File: config.mk
export PLATFORM = sky130hd
export DESIGN_NAME = instr_sequencer_flat
export DESIGN_NICKNAME = d
export VERILOG_FILES = /design/src/rtl/instr_sequencer_if.sv /design/src/rtl/instr_sequencer.sv /design/src/flat_wrapper.sv
export SDC_FILE = /design/constraint.sdc
export NUM_CORES = 1
export LEC_CHECK = 0
export ABC_AREA = 0
export CAP_MARGIN = 20
export CORE_MARGIN = 2
export CORE_UTILIZATION = 39
export CTS_BUF_LIST = sky130_fd_sc_hd__clkbuf_4
export DETAILED_ROUTE_END_ITERATION = 6
export GPL_TIMING_DRIVEN = 0
export PLACE_DENSITY = 0.84
export SLEW_MARGIN = 25
export SYNTH_ARGS = -nofsm -noshare
export SYNTH_HDL_FRONTEND = slang
export SYNTH_SLANG_ARGS = --single-unit
File: constraint.sdc
create_clock -name clk -period 1.5 [get_ports clk]
set_input_delay 0.3 -clock clk [delete_from_list [all_inputs] [get_ports clk]]
set_output_delay 0.3 -clock clk [all_outputs]
set_load 0.01 [all_outputs]
File: src/rtl/instr_sequencer_if.sv
// Signal bundle between the instruction sequencer and its memories, ALU and register file.
// Handshake: a request (imem_req/dmem_req) is held high until the matching ack is seen at a rising edge; acks outside a request are ignored.
interface instr_sequencer_if #(
   parameter int PC_W = 8
);
   logic            run;
   logic            imem_req;
   logic [PC_W-1:0] imem_addr;
   logic            imem_ack;
   logic [31:0]     imem_data;
   logic [3:0]      alu_op;
   logic            alu_s;
   logic [3:0]      alu_cond;
   logic [15:0]     alu_imm;
   logic [3:0]      rf_rs1;
   logic [3:0]      rf_rs2;
   logic [3:0]      rf_rd;
   logic            rf_we;
   logic [3:0]      alu_flags;
   logic            dmem_req;
   logic            dmem_we;
   logic            dmem_ack;
   logic [3:0]      flags;
   logic [PC_W-1:0] pc;
   logic [2:0]      state;

   modport master (
      input  run, imem_ack, imem_data, alu_flags, dmem_ack,
      output imem_req, imem_addr, alu_op, alu_s, alu_cond, alu_imm,
             rf_rs1, rf_rs2, rf_rd, rf_we, dmem_req, dmem_we, flags, pc, state
   );

   modport slave (
      output run, imem_ack, imem_data, alu_flags, dmem_ack,
      input  imem_req, imem_addr, alu_op, alu_s, alu_cond, alu_imm,
             rf_rs1, rf_rs2, rf_rd, rf_we, dmem_req, dmem_we, flags, pc, state
   );
endinterface

File: src/rtl/instr_sequencer.sv
// Multi-cycle instruction sequencer: fetch, decode, conditional execute, data memory access
// and register write-back, with an architectural NZCV flag register.
module instr_sequencer #(
   parameter int PC_W = 8
) (
   input logic               clk,
   input logic               reset,
   instr_sequencer_if.master bus
);

   typedef enum logic [2:0] {
      S_IDLE   = 3'd0,
      S_FETCH  = 3'd1,
      S_DECODE = 3'd2,
      S_EXEC   = 3'd3,
      S_MEM    = 3'd4,
      S_WB     = 3'd5
   } state_t;

   localparam logic [3:0] OP_CMP = 4'b1011;
   localparam logic [3:0] OP_LDR = 4'b1101;
   localparam logic [3:0] OP_STR = 4'b1110;
   localparam logic [3:0] OP_NOP = 4'b1111;

   state_t          state_q, state_d;
   logic [PC_W-1:0] pc_q;
   logic [3:0]      flags_q;
   logic [31:0]     ir_q;
   logic            cond_pass_q;

   logic pc_inc, ir_load, cond_load, flags_load, boundary;
   logic imem_req, dmem_req, dmem_we, rf_we;

   // Instruction fields; the alu/rf outputs come straight from IR so they hold
   // steady from DECODE until the next fetch completes.
   logic [3:0]  ir_cond, ir_op, ir_rd, ir_rs1, ir_rs2;
   logic        ir_s;
   logic [15:0] ir_imm;

   assign ir_cond = ir_q[31:28];
   assign ir_op   = ir_q[27:24];
   assign ir_s    = ir_q[23];
   assign ir_rd   = ir_q[22:19];
   assign ir_rs1  = ir_q[18:15];
   assign ir_rs2  = ir_q[14:11];
   assign ir_imm  = ir_q[15:0];

   function automatic logic cond_ok(input logic [3:0] cond, input logic [3:0] f);
      logic n, z, c, v;
      n = f[3];
      z = f[2];
      c = f[1];
      v = f[0];
      case (cond)
         4'd0:    cond_ok = 1'b1;
         4'd1:    cond_ok = z;
         4'd2:    cond_ok = !z;
         4'd3:    cond_ok = c;
         4'd4:    cond_ok = !c;
         4'd5:    cond_ok = n;
         4'd6:    cond_ok = !n;
         4'd7:    cond_ok = v;
         4'd8:    cond_ok = !v;
         4'd9:    cond_ok = c && !z;
         4'd10:   cond_ok = !c || z;
         4'd11:   cond_ok = (n == v);
         4'd12:   cond_ok = (n != v);
         4'd13:   cond_ok = !z && (n == v);
         4'd14:   cond_ok = z || (n != v);
         default: cond_ok = 1'b0;
      endcase
   endfunction

   always_comb begin
      state_d    = state_q;
      ir_load    = 1'b0;
      cond_load  = 1'b0;
      flags_load = 1'b0;
      boundary   = 1'b0;
      pc_inc     = 1'b0;
      imem_req   = 1'b0;
      dmem_req   = 1'b0;
      dmem_we    = 1'b0;
      rf_we      = 1'b0;
      case (state_q)
         S_IDLE: begin
            if (bus.run) state_d = S_FETCH;
         end
         S_FETCH: begin
            imem_req = 1'b1;
            if (bus.imem_ack) begin
               ir_load = 1'b1;
               state_d = S_DECODE;
            end
         end
         S_DECODE: begin
            cond_load = 1'b1;
            state_d   = S_EXEC;
         end
         S_EXEC: begin
            if (!cond_pass_q) begin
               boundary = 1'b1;
            end else begin
               flags_load = ir_s || (ir_op == OP_CMP);
               if (ir_op == OP_LDR || ir_op == OP_STR) state_d = S_MEM;
               else if (ir_op == OP_CMP || ir_op == OP_NOP) boundary = 1'b1;
               else state_d = S_WB;
            end
         end
         S_MEM: begin
            dmem_req = 1'b1;
            dmem_we  = (ir_op == OP_STR);
            if (bus.dmem_ack) begin
               if (ir_op == OP_LDR) state_d = S_WB;
               else boundary = 1'b1;
            end
         end
         S_WB: begin
            rf_we    = 1'b1;
            boundary = 1'b1;
         end
         default: state_d = S_IDLE;
      endcase
      // Instruction boundary: advance pc and either keep sequencing or park in IDLE.
      if (boundary) begin
         pc_inc  = 1'b1;
         state_d = bus.run ? S_FETCH : S_IDLE;
      end
   end

   always_ff @(posedge clk or posedge reset) begin
      if (reset) begin
         state_q     <= S_IDLE;
         pc_q        <= '0;
         flags_q     <= '0;
         ir_q        <= '0;
         cond_pass_q <= 1'b0;
      end else begin
         state_q <= state_d;
         if (pc_inc)     pc_q        <= pc_q + PC_W'(1);
         if (ir_load)    ir_q        <= bus.imem_data;
         if (cond_load)  cond_pass_q <= cond_ok(ir_cond, flags_q);
         if (flags_load) flags_q     <= bus.alu_flags;
      end
   end

   assign bus.imem_req  = imem_req;
   assign bus.imem_addr = pc_q;
   assign bus.alu_op    = ir_op;
   assign bus.alu_s     = ir_s;
   assign bus.alu_cond  = ir_cond;
   assign bus.alu_imm   = ir_imm;
   assign bus.rf_rs1    = ir_rs1;
   assign bus.rf_rs2    = ir_rs2;
   assign bus.rf_rd     = ir_rd;
   assign bus.rf_we     = rf_we;
   assign bus.dmem_req  = dmem_req;
   assign bus.dmem_we   = dmem_we;
   assign bus.flags     = flags_q;
   assign bus.pc        = pc_q;
   assign bus.state     = state_q;

endmodule
File: src/flat_wrapper.sv
// flat-port wrapper written by rule: the top's interface ports become plain ports
module instr_sequencer_flat 
#(
   parameter int PC_W = 8
)
  (clk, reset, bus_run, bus_imem_ack, bus_imem_data, bus_alu_flags, bus_dmem_ack, bus_imem_req, bus_imem_addr, bus_alu_op, bus_alu_s, bus_alu_cond, bus_alu_imm, bus_rf_rs1, bus_rf_rs2, bus_rf_rd, bus_rf_we, bus_dmem_req, bus_dmem_we, bus_flags, bus_pc, bus_state);
  instr_sequencer_if #(.PC_W(PC_W)) bus_i ();
  input logic clk;
  input logic reset;
  input wire logic [$bits(bus_i.run)-1:0] bus_run;
  input wire logic [$bits(bus_i.imem_ack)-1:0] bus_imem_ack;
  input wire logic [$bits(bus_i.imem_data)-1:0] bus_imem_data;
  input wire logic [$bits(bus_i.alu_flags)-1:0] bus_alu_flags;
  input wire logic [$bits(bus_i.dmem_ack)-1:0] bus_dmem_ack;
  output wire logic [$bits(bus_i.imem_req)-1:0] bus_imem_req;
  output wire logic [$bits(bus_i.imem_addr)-1:0] bus_imem_addr;
  output wire logic [$bits(bus_i.alu_op)-1:0] bus_alu_op;
  output wire logic [$bits(bus_i.alu_s)-1:0] bus_alu_s;
  output wire logic [$bits(bus_i.alu_cond)-1:0] bus_alu_cond;
  output wire logic [$bits(bus_i.alu_imm)-1:0] bus_alu_imm;
  output wire logic [$bits(bus_i.rf_rs1)-1:0] bus_rf_rs1;
  output wire logic [$bits(bus_i.rf_rs2)-1:0] bus_rf_rs2;
  output wire logic [$bits(bus_i.rf_rd)-1:0] bus_rf_rd;
  output wire logic [$bits(bus_i.rf_we)-1:0] bus_rf_we;
  output wire logic [$bits(bus_i.dmem_req)-1:0] bus_dmem_req;
  output wire logic [$bits(bus_i.dmem_we)-1:0] bus_dmem_we;
  output wire logic [$bits(bus_i.flags)-1:0] bus_flags;
  output wire logic [$bits(bus_i.pc)-1:0] bus_pc;
  output wire logic [$bits(bus_i.state)-1:0] bus_state;
  assign bus_i.run = bus_run;
  assign bus_i.imem_ack = bus_imem_ack;
  assign bus_i.imem_data = bus_imem_data;
  assign bus_i.alu_flags = bus_alu_flags;
  assign bus_i.dmem_ack = bus_dmem_ack;
  assign bus_imem_req = bus_i.imem_req;
  assign bus_imem_addr = bus_i.imem_addr;
  assign bus_alu_op = bus_i.alu_op;
  assign bus_alu_s = bus_i.alu_s;
  assign bus_alu_cond = bus_i.alu_cond;
  assign bus_alu_imm = bus_i.alu_imm;
  assign bus_rf_rs1 = bus_i.rf_rs1;
  assign bus_rf_rs2 = bus_i.rf_rs2;
  assign bus_rf_rd = bus_i.rf_rd;
  assign bus_rf_we = bus_i.rf_we;
  assign bus_dmem_req = bus_i.dmem_req;
  assign bus_dmem_we = bus_i.dmem_we;
  assign bus_flags = bus_i.flags;
  assign bus_pc = bus_i.pc;
  assign bus_state = bus_i.state;
  instr_sequencer #(.PC_W(PC_W)) u_core (.clk(clk), .reset(reset), .bus(bus_i));
endmodule
After elaboration in Yosys (flattened, before gate mapping). Cells that the tools add are included.

Output and inout port bits: 64. Register bits: 48. Word-level logic and storage cells: 79.

Eq/ne operators: 32. Reduce and logical (&&, ||, !) cells: 14. Multiplexer cells: 27. $add $sub $neg: 1.

Operator list (count): $eq 4x4->1 const B (11); $mux 3 (8); $pmux 3 s6 (1); $eq 4x3->1 const B (4); $mux 1 (16); $pmux 1 s15 (1); $ne 3x2->1 const B (3); $add 8x1->8 const B (1); $eq 4x2->1 const B (2); $reduce_and 7->1 (1); $eq 3x2->1 const B (2); $eq 3x3->1 const B (2); $ne 3x1->1 const B (2); $logic_or 1x1->1 (5); $eq 4x1->1 const B (1); $logic_not 1->1 (4); $logic_not 4->1 (1); $ne 4x2->1 const B (1); $eq 3x1->1 const B (1); $logic_not 3->1 (1); $pmux 1 s3 (1); $logic_and 1x1->1 (2); $ne 2x1->1 const B (1); $eq 1x1->1 (1); $ne 1x1->1 (1).

Longest topological paths before layout. Gate-level depths: netlist of the first run.

Depth in word-level cells: 8. Depth in mapped cells: 6. Gate-level depth less buffers: 4.

Least setup slack after synthesis of the first run. Ideal clock, no wire load.

Path kind: register to output. Start point: reg u_core.state_q[1] (netlist: u_core.bus.state[1]). End point: out bus_dmem_we. Slack: -0.228 ns. Cell stages (with the launch flop): 5. Path buffers: 1. Required time: 1.200 ns. Data arrival time: 1.428 ns. Path through: dfrtp_1 -> buf_4 -> and2b_1 -> and2_1 -> nor4bb_1.

Cells in the longest elaborated chain, start to end: 2.

Ends and longest elaborated chain: start: declaration (line instr_sequencer.sv:25) `state_t state_q, state_d;`; start signal: assignment (line instr_sequencer.sv:139) `state_q <= state_d;`; $eq 3x3->1 (line instr_sequencer.sv:85) `case (state_q)`; $mux 1 (line instr_sequencer.sv:85); end: declaration (line flat_wrapper.sv:26) `output wire logic [$bits(bus_i.dmem_we)-1:0] bus_dmem_we;`.

No other way between the ends.

Worst setup path after layout of the first run.
Start point: reg u_core.state_q[2] (netlist: u_core.bus.state[2]). End point: out bus_dmem_req.

Cells in the longest elaborated chain, start to end: 2.

Ends and longest elaborated chain: $eq 3x3->1 (line instr_sequencer.sv:85); $mux 1 (line instr_sequencer.sv:85); end: declaration (line flat_wrapper.sv:25) `output wire logic [$bits(bus_i.dmem_req)-1:0] bus_dmem_req;`.

No other way between the ends.

==> results of run 1 <==
final timing paths:
kind                                startpoint  slack, ns                  end
max in group asynchronous                reset       0.64      u_core.ir_q[24]
min in group clk                u_core.ir_q[9]       0.52       u_core.ir_q[9]
setup / recovery           u_core.bus.state[2]      -0.32         bus_dmem_req
hold reg to reg                 u_core.ir_q[9]       0.52       u_core.ir_q[9]
hold / removal                           reset       0.32      u_core.ir_q[13]
setup reg to reg           u_core.bus.state[1]      -0.29  u_core.bus.state[1]
cells by family (layout without fill, tap and decap cells):
group	count (synthesis)	after routing	synth area share, %
xor+xnor	9	9	3.24
buf+inv	24	194	7.78
mux	43	43	20.0
simple gates	35	35	9.58
compound gates	26	27	9.42
fa+ha+maj	1	1	0.515
flops	48	48	49.4
per-layer routing:
layer / vias up / wire, um
met5: - / 0
met4: 0 / 167
met3: 12 / 384
met2: 88 / 3560
met1: 1067 / 3010
li1: 1007 / -
cells in the final DEF (no fill, tap or decap), drive strengths merged, types with 2 or more instances in the layout:
master          n
clkdlybuf4s15   5
clkbuf         10
o221ai          2
dfrtp          48
dlygate4sd2    43
o211ai          2
nand4b          4
nor3b           2
and3            2
nor2            5
o2111ai         3
nand2           5
o32ai           2
a21boi          2
nor2b           3
inv             2
clkinv          3
and2            2
mux2           39
mux2i           4
xnor2           9
and3b           3
clkdlybuf4s50  40
o2111a          2
a211oi          2
nand2b          2
nor3            2
o21ai           5
buf            91
nor4bb          2
power groups by stage:
stage	sequential, W	combinational (W)	clock [W]
floorplan	0.00273	0.00204	0
detailed placement	0.00256	0.00417	0
global route	0.00247	0.00631	0.000668
global placement	0.00251	0.00411	0
CTS	0.00235	0.00583	0.000608
finish	0.00237	0.00594	0.000579
per-stage QoR:
stage | area (sq um) | hold slack [ns] | instances
global placement | 3630 | 0.468 | 365
global route | 4400 | 0.320 | 432
detailed placement | 3650 | 0.474 | 366
CTS | 4390 | 0.297 | 430
floorplan | 2490 | 0.435 | 186
finish | 4400 | 0.320 | 432
sequential cells by signal (all words and copies together), names as in the netlist:
signal,flops
u_core.bus.state,3
u_core.bus.flags,4
u_core.cond_pass_q,1
u_core.ir_q,32
u_core.bus.imem_addr,8
area by class of cell:
type	instances	area [sq um]
multi-input cells	115	1310
clock inverters	3	13.8
flip-flops and latches	48	1210
inverters	2	7.51
plain buffers	18	158
well taps	75	93.8
fillers	395	1550
clock buffers	5	37.5
repair buffers	166	1570
what timing repair did:
| action | in CTS | in global routing |
|---|---|---|
| endpoints found under the setup margin | 110 | 66 |
| buffers inserted | 54 | 12 |
| cloned | 4 | 0 |
| resized for setup | 169 | 31 |
| pin swaps | 16 | 3 |
==> results.md, run 1 <==
- The number of antenna diodes in the final layout is 0.
- The power share of the combinational group is 66.8%.
- For this run, the share of the core covered by cells in the final layout is 73.9%.
- The clock passes through at most 2 buffers.
- The cell row count is 28.
- After synthesis, the most frequently instantiated cells are sky130_fd_sc_hd__dfrtp_1 (48), sky130_fd_sc_hd__mux2_1 (30), sky130_fd_sc_hd__buf_4 (15).
- Across all setup checks in the final design, the least slack found is -0.317 ns.
- The overall overflow remaining after global route is 0.
- The worst setup path is launched from a register.
- The number of hold violations in the final report is 0.
- The initial antenna violation count is 0.
- After layout, the design draws a total of 0.00890 W.
- During I/O placement, the number of pins put on the boundary was 105.
- The cell with the most instances after synthesis is sky130_fd_sc_hd__dfrtp_1.
- From synthesis to final layout, the design area changed by 81.2%.
- The remaining design rule violation count is 0.
- Walking the worst path, the cells encountered are and2b_2 -> and2_4 -> buf_4 -> buf_6 -> buf_6.
- The cell count after synthesis came out at 186.
- Averaged over all synthesized cells, the footprint is 13.1 sq um.
- In this run, the clock network consumes 6.5% of the power.
- For this run, global-route usage on met1 was measured as 28.3%.
- IR analysis of the VDD net gives a maximum drop of 1.18 mV.
- Counting flops with a built-in enable in the synthesized netlist gives 0.
- From bottom edge to top edge, the die measures 82.9 um.
- After synthesis, the largest area contributor takes up 49.4% of total cell area.
- Dividing total power by cell area gives a power density of 2020 mW/mm^2.
- The clock root buffer master is sky130_fd_sc_hd__clkbuf_4.
- Internal power comes to 0.00572 W.
- In this run the horizontal extent of the chip is 82.9 um.
- Data on the critical path arrives at its endpoint at 1.52 ns.
- The worst-path maximum fanout is 6.
- The hold buffer count at cts is 0.
- The critical path runs through a total of 5 cells.
- The largest single stage delay on the critical path is 0.47 ns.
- The weighted congestion reported at the end of routability-driven placement is 0.778.
- The CTS sink count is 48.
- The headroom to the max-slew limit is 63.8%.
- Setup repair after global routing could not meet its margin everywhere.
- The detail route stage leaves a number of antenna-violating nets equal to 0.
- For this run, the number of Yosys warnings is 0.
- The global-route usage over all layers is 21.5%.
- The final setup violation count is 53.
- STA classifies the critical path endpoint as a primary output.
- The number of buffers added on ports is 104.
- The area of the placeable core is 0.00596 sq mm.
- The synthesized design contains 48 register bits.
- Net switching is 35.8% of the power.
- Ranked by total cell area, the synthesized netlist is headed by sky130_fd_sc_hd__dfrtp_1 (49%), sky130_fd_sc_hd__mux2_1 (14%), sky130_fd_sc_hd__buf_4 (4.6%).
- TritonCTS built the clock tree.
- Wires add up to 7.13 mm.
- The mapped netlist covers 0.00243 sq mm.
- The average via count per standard cell is 5.03.
- The share of synthesized registers carrying an async set or reset is 100%.
- The first global-routing pass estimated 12.0 mm of wire.
- The die covers 0.00688 sq mm.
- At the worst endpoint, the required time is 1.20 ns.
- The share of synthesized area occupied by flip-flops and latches is 49.4%.
- Among all flip-flop cells after synthesis, the most frequent one is sky130_fd_sc_hd__dfrtp_1.
- For this design the static power due to leakage is 2.11 nW.
- The initial utilization of the core area, before any placement, comes to 40.8%.
- For the worst flop-to-flop path, the logic depth is 11.
- The fraction of met2 tracks used by global routing is 35.4%.
- At the end of the flow, the number of nets in the layout was 398.
- The synthesized netlist contains 47 unique library cells.
- In this design, the critical path's most frequently occurring cell is sky130_fd_sc_hd__buf_6.
- Timing would allow up to 550 MHz.
- When the netlist entered floorplanning its net count stood at 228.
- For this block, the initial DRC count from the detailed router was 144.
- For the final database, setup skew stands at 0.0103 ns.
- The clock-pin slew reported for the worst setup and hold paths after clock tree synthesis is 0.13 ns.
- The slowest stage of the critical path is the sky130_fd_sc_hd__dfrtp_2 cell.
- The busiest layer in global routing is met2.
- The setup path with the least slack is of type reg2out.
- The final routed wire length divided by cell count is 16.5 um.
- The later pin in the worst-skew pair is clocked with a latency of 0.36 ns.
- The total count of max-transition violations in the final report is 0.
- The total via count after detailed routing is 2174.
- Across the run, the number of max-cap violations was 0.
- The clock tree synthesis step divided the H-tree into 2 levels.
- The smallest clock period supported by the final layout is computed as 1.82 ns.
- The setup slack at placement is -0.551 ns.
- Of all cell types, the one taking the most synthesized area is sky130_fd_sc_hd__dfrtp_1.
- The switching power of the nets is 0.00318 W.
- Sequential cells account for 26.7% of the total power.
- The kind of cell adding the most delay to the critical path is flip-flops.
- The flow ran to the end, but the final reports show violations.
- The type of the worst min-delay path is in2async.
- The number of global-route vias before repair is 2305.
- The number of CTS-inserted buffers is 5.
- The placed wire-length estimate is 4.01 mm.
- The final critical path takes up 121% of the cycle.
- The share of layout cells above drive strength 1 is 49.9%.
- The buffers plus inverters on the worst setup path is 3.
- The final reports fail on setup timing.
- For the pin with the worst max-slew slack, the measured transition is 0.543 ns.
- The pin count of the biggest net entering global routing is 26.
- Global routing consumed, on the met3 layer, 5.07% of the routing resources.
- The detailed-router iteration count before antenna repair is 4.
- The setup TNS is -9.97 ns.
(Power assumes the default switching activity.)
==> run 2, diff against run 1 <==
--- a/config.mk
+++ b/config.mk
@@ -8,11 +8,11 @@
 export ABC_AREA = 0
 export CAP_MARGIN = 20
 export CORE_MARGIN = 2
-export CORE_UTILIZATION = 39
+export CORE_UTILIZATION = 44
 export CTS_BUF_LIST = sky130_fd_sc_hd__clkbuf_4
 export DETAILED_ROUTE_END_ITERATION = 6
 export GPL_TIMING_DRIVEN = 0
-export PLACE_DENSITY = 0.84
+export PLACE_DENSITY = 0.89
 export SLEW_MARGIN = 25
 export SYNTH_ARGS = -nofsm -noshare
 export SYNTH_HDL_FRONTEND = slang
==> constraint.sdc (replaced) <==
create_clock -name clk -period 1.88 [get_ports clk]
set_input_delay 0.376 -clock clk [delete_from_list [all_inputs] [get_ports clk]]
set_output_delay 0.376 -clock clk [all_outputs]
set_load 0.01 [all_outputs]
==> results.md, run 2 (synthesized netlist as in run 1, its figures left out) <==
- The detailed-router iteration count before antenna repair is 2 (-2).
- The floorplan die area is 0.00613 sq mm (-11%).
- The global-route usage over all layers was 17.9% (-3.6 points).
- The final layout net count came to 348 (-13%).
- The remaining design rule violation count is 0 (unchanged).
- The fraction of power spent switching nets is 35.7% (-0.080 points).
- The final hold slack is 0.346 ns (+0.0252 ns).
- The number of hold violations in the final report came to 0 (unchanged).
- The first-pass GRT wire length is 8.75 mm (-27%).
- The area added between synthesis and finish is 53.6%.
- The type of destination of the critical path is a primary output.
- The worst ir drop on vdd was 0.774 mV (-34%).
- The leakage power is 1.59 nW (-25%).
- The register with the most flip-flops in the final layout is u_core.ir_q.
- The critical path is of the reg2out type.
- The cell row count came to 27 (-3.6%).
- The sequential group share of total power was 34.7% (+8.0 points).
- The aggregate routed wire length is 5.50 mm (-23%).
- STA classifies the critical path startpoint as a register.
- The count of cells along the worst register-to-register path is 7 (-4).
- TritonCTS built the clock tree.
- The power share of the combinational group came to 57.4% (-9.4 points).
- The die boundary height is 78.3 um (-5.6%).
- The number of fillers in the final layout is 407 (+3.0%).
- The data arrival at the endpoint of the critical path came to 1.60 ns (+0.08 ns).
- The maximum level of the CTS H-tree was 2 (unchanged).
- The source-to-sink clock delay at the later pin of the worst-skew pair is 0.36 ns (about the same).
- The most common library cell in the layout ignoring fill and taps is sky130_fd_sc_hd__clkdlybuf4s50_1.
- The number of violations of the max-capacitance limit is 0 (unchanged).
- The number of buffers added on ports came to 104 (unchanged).
- Leaving out fill and tap cells, the most frequent cells in the layout are sky130_fd_sc_hd__clkdlybuf4s50_1 (99), sky130_fd_sc_hd__dfrtp_1 (40), sky130_fd_sc_hd__mux2_1 (30).
- The overall overflow remaining after global route is 0 (unchanged).
- The final setup violation count is 2 (-96%).
- The number of nets still failing antenna checks after routing is 0 (unchanged).
- The total power of the final layout is 0.00580 W (-35%).
- The final cell utilization of the core is 69.0% (-4.9 points).
- The number of DRC markers in iteration 0 is 25 (-83%).
- The clock-pin slew reported for the worst setup and hold paths after clock tree synthesis is 0.14 ns (about the same).
- The checks that failed: setup timing.
- The switching power of the nets is 0.00207 W (-35%).
- The share of layout cells above drive strength 1 is 22.5% (-27 points).
- The worst-path maximum fanout is 8 (+2).
- The pin count of the biggest net entering global routing is 29 (+12%).
- The share of power burned in the clock network is 8.0% (+1.5 points).
- The clock tree skew after final layout is 0.0118 ns (+0.00144 ns).
- The number of CTS-inserted buffers is 5 (unchanged).
- The critical path required time came to 1.50 ns (+0.30 ns).
- The antenna diode instance count is 0 (unchanged).
- The number of global-route vias before repair was 1790 (-22%).
- The flip-flop count of the largest register, all copies and words added is 32 (unchanged).
- The hold buffer count at cts is 0 (unchanged).
- The setup slack after layout was -0.0983 ns (+0.219 ns).
- The CTS sink count is 48 (unchanged).
- The total via count after detailed routing is 1869 (-14%).
- The headroom to the max-slew limit was 67.6% (+3.9 points).
- The tree is rooted in a sky130_fd_sc_hd__clkbuf_4.
- The placed wire-length estimate is 4.06 mm (+1.2%).
- Setup repair after global routing could not meet its margin everywhere.
- The starting utilization of the core area came to 45.0% (+4.2 points).
- The die extent in x came to 78.3 um (-5.6%).
- The type of the worst min-delay path is in2async.
- The weighted congestion reported at the end of routability-driven placement is 0.756 (-2.9%).
- The total count of max-transition violations in the final report is 0 (unchanged).
- The slew at the pin closest to its max-slew limit is 0.483 ns (-0.0592 ns).
- The total power density per cell area is 1560 mW/mm^2 (-23%).
- The top-level port count is 105 (unchanged).
- The initial antenna violation count came to 0 (unchanged).
- The flow ran to the end, but the final reports show violations.
- The final worst-path cycle share is 105%.
- The total internal power is 0.00373 W (-35%).
- The final routed wire length divided by cell count came to 14.6 um (-12%).
- The average via count per standard cell is 4.94 (-1.7%).
- The setup slack at placement was -0.325 ns (+0.226 ns).
- The number of buffers on the longest clock path is 2 (unchanged).
- The area of the placeable core came to 0.00541 sq mm (-9.2%).
- The minimum clock period is 1.98 ns.
- The maximum clock rate is 505 MHz.
[run 2: area by class of cell]
class,count,area (sq um),area share [%]
inverter,2,7.51,0.201
timing repair buffer,113,1110,29.7
clock inverter,1,5.00,0.134
clock buffer,6,45.0,1.21
buffer,22,185,4.96
sequential,48,1210,32.5
multi-input combinational,114,1080,28.9
tap,72,90.1,2.41
[run 2: repair_timing]
item,in CTS,in global routing
resized for setup,20,12
buffers inserted,1,7
setup endpoints to repair,8,7
pin swaps,1,0
[run 2: worst paths after layout]
check | startpoint | to | slack (ns)
max | u_core.bus.state[1] | bus_dmem_we | -0.1
min in group clk | u_core.ir_q[21] | u_core.ir_q[21] | 0.50
max reg2reg | u_core.bus.state[1] | u_core.ir_q[11] | 0.06
max in group asynchronous | reset | u_core.ir_q[22] | 1.03
min | reset | u_core.ir_q[18] | 0.35
min reg2reg | u_core.ir_q[21] | u_core.ir_q[21] | 0.50
[run 2: power by group through the flow]
| stage | clock, W | combinational [W] | sequential, W |
|---|---|---|---|
| 6_report | 0.000462 | 0.00333 | 0.00201 |
| 5_1_grt | 0.000526 | 0.00359 | 0.00210 |
| 4_1_cts | 0.000479 | 0.00327 | 0.00201 |
| 3_5_place_dp | 0 | 0.00323 | 0.00201 |
| 3_3_place_gp | 0 | 0.00315 | 0.00197 |
| 2_1_floorplan | 0 | 0.00152 | 0.00215 |
[run 2: layer usage]
layer | vias to the layer above | GRT usage [%] | share of wire (%)
met5 | - | 0 | 0
met4 | 0 | 4.21 | 1.0
met3 | 7 | 4.48 | 5.5
met2 | 62 | 30.0 | 49
met1 | 891 | 23.5 | 44
li1 | 909 | - | -
[run 2: critical path, stage by stage, from the launching register on]
cell                       delay, ns
sky130_fd_sc_hd__dfrtp_1        0.41
sky130_fd_sc_hd__buf_6          0.14
sky130_fd_sc_hd__and2b_2        0.22
sky130_fd_sc_hd__and2_4         0.15
sky130_fd_sc_hd__nor4bb_4       0.17
sky130_fd_sc_hd__buf_2          0.16
[run 2: stage by stage]
stage               instance area, sq um  std cells  TNS [ns]
floorplan                           2430        186         0
global placement                    3560        362    -28.81
detailed placement                  3580        363    -0.398
CTS                                 3650        371    -0.140
global route                        3730        378    -0.862
finish                              3730        378    -0.103
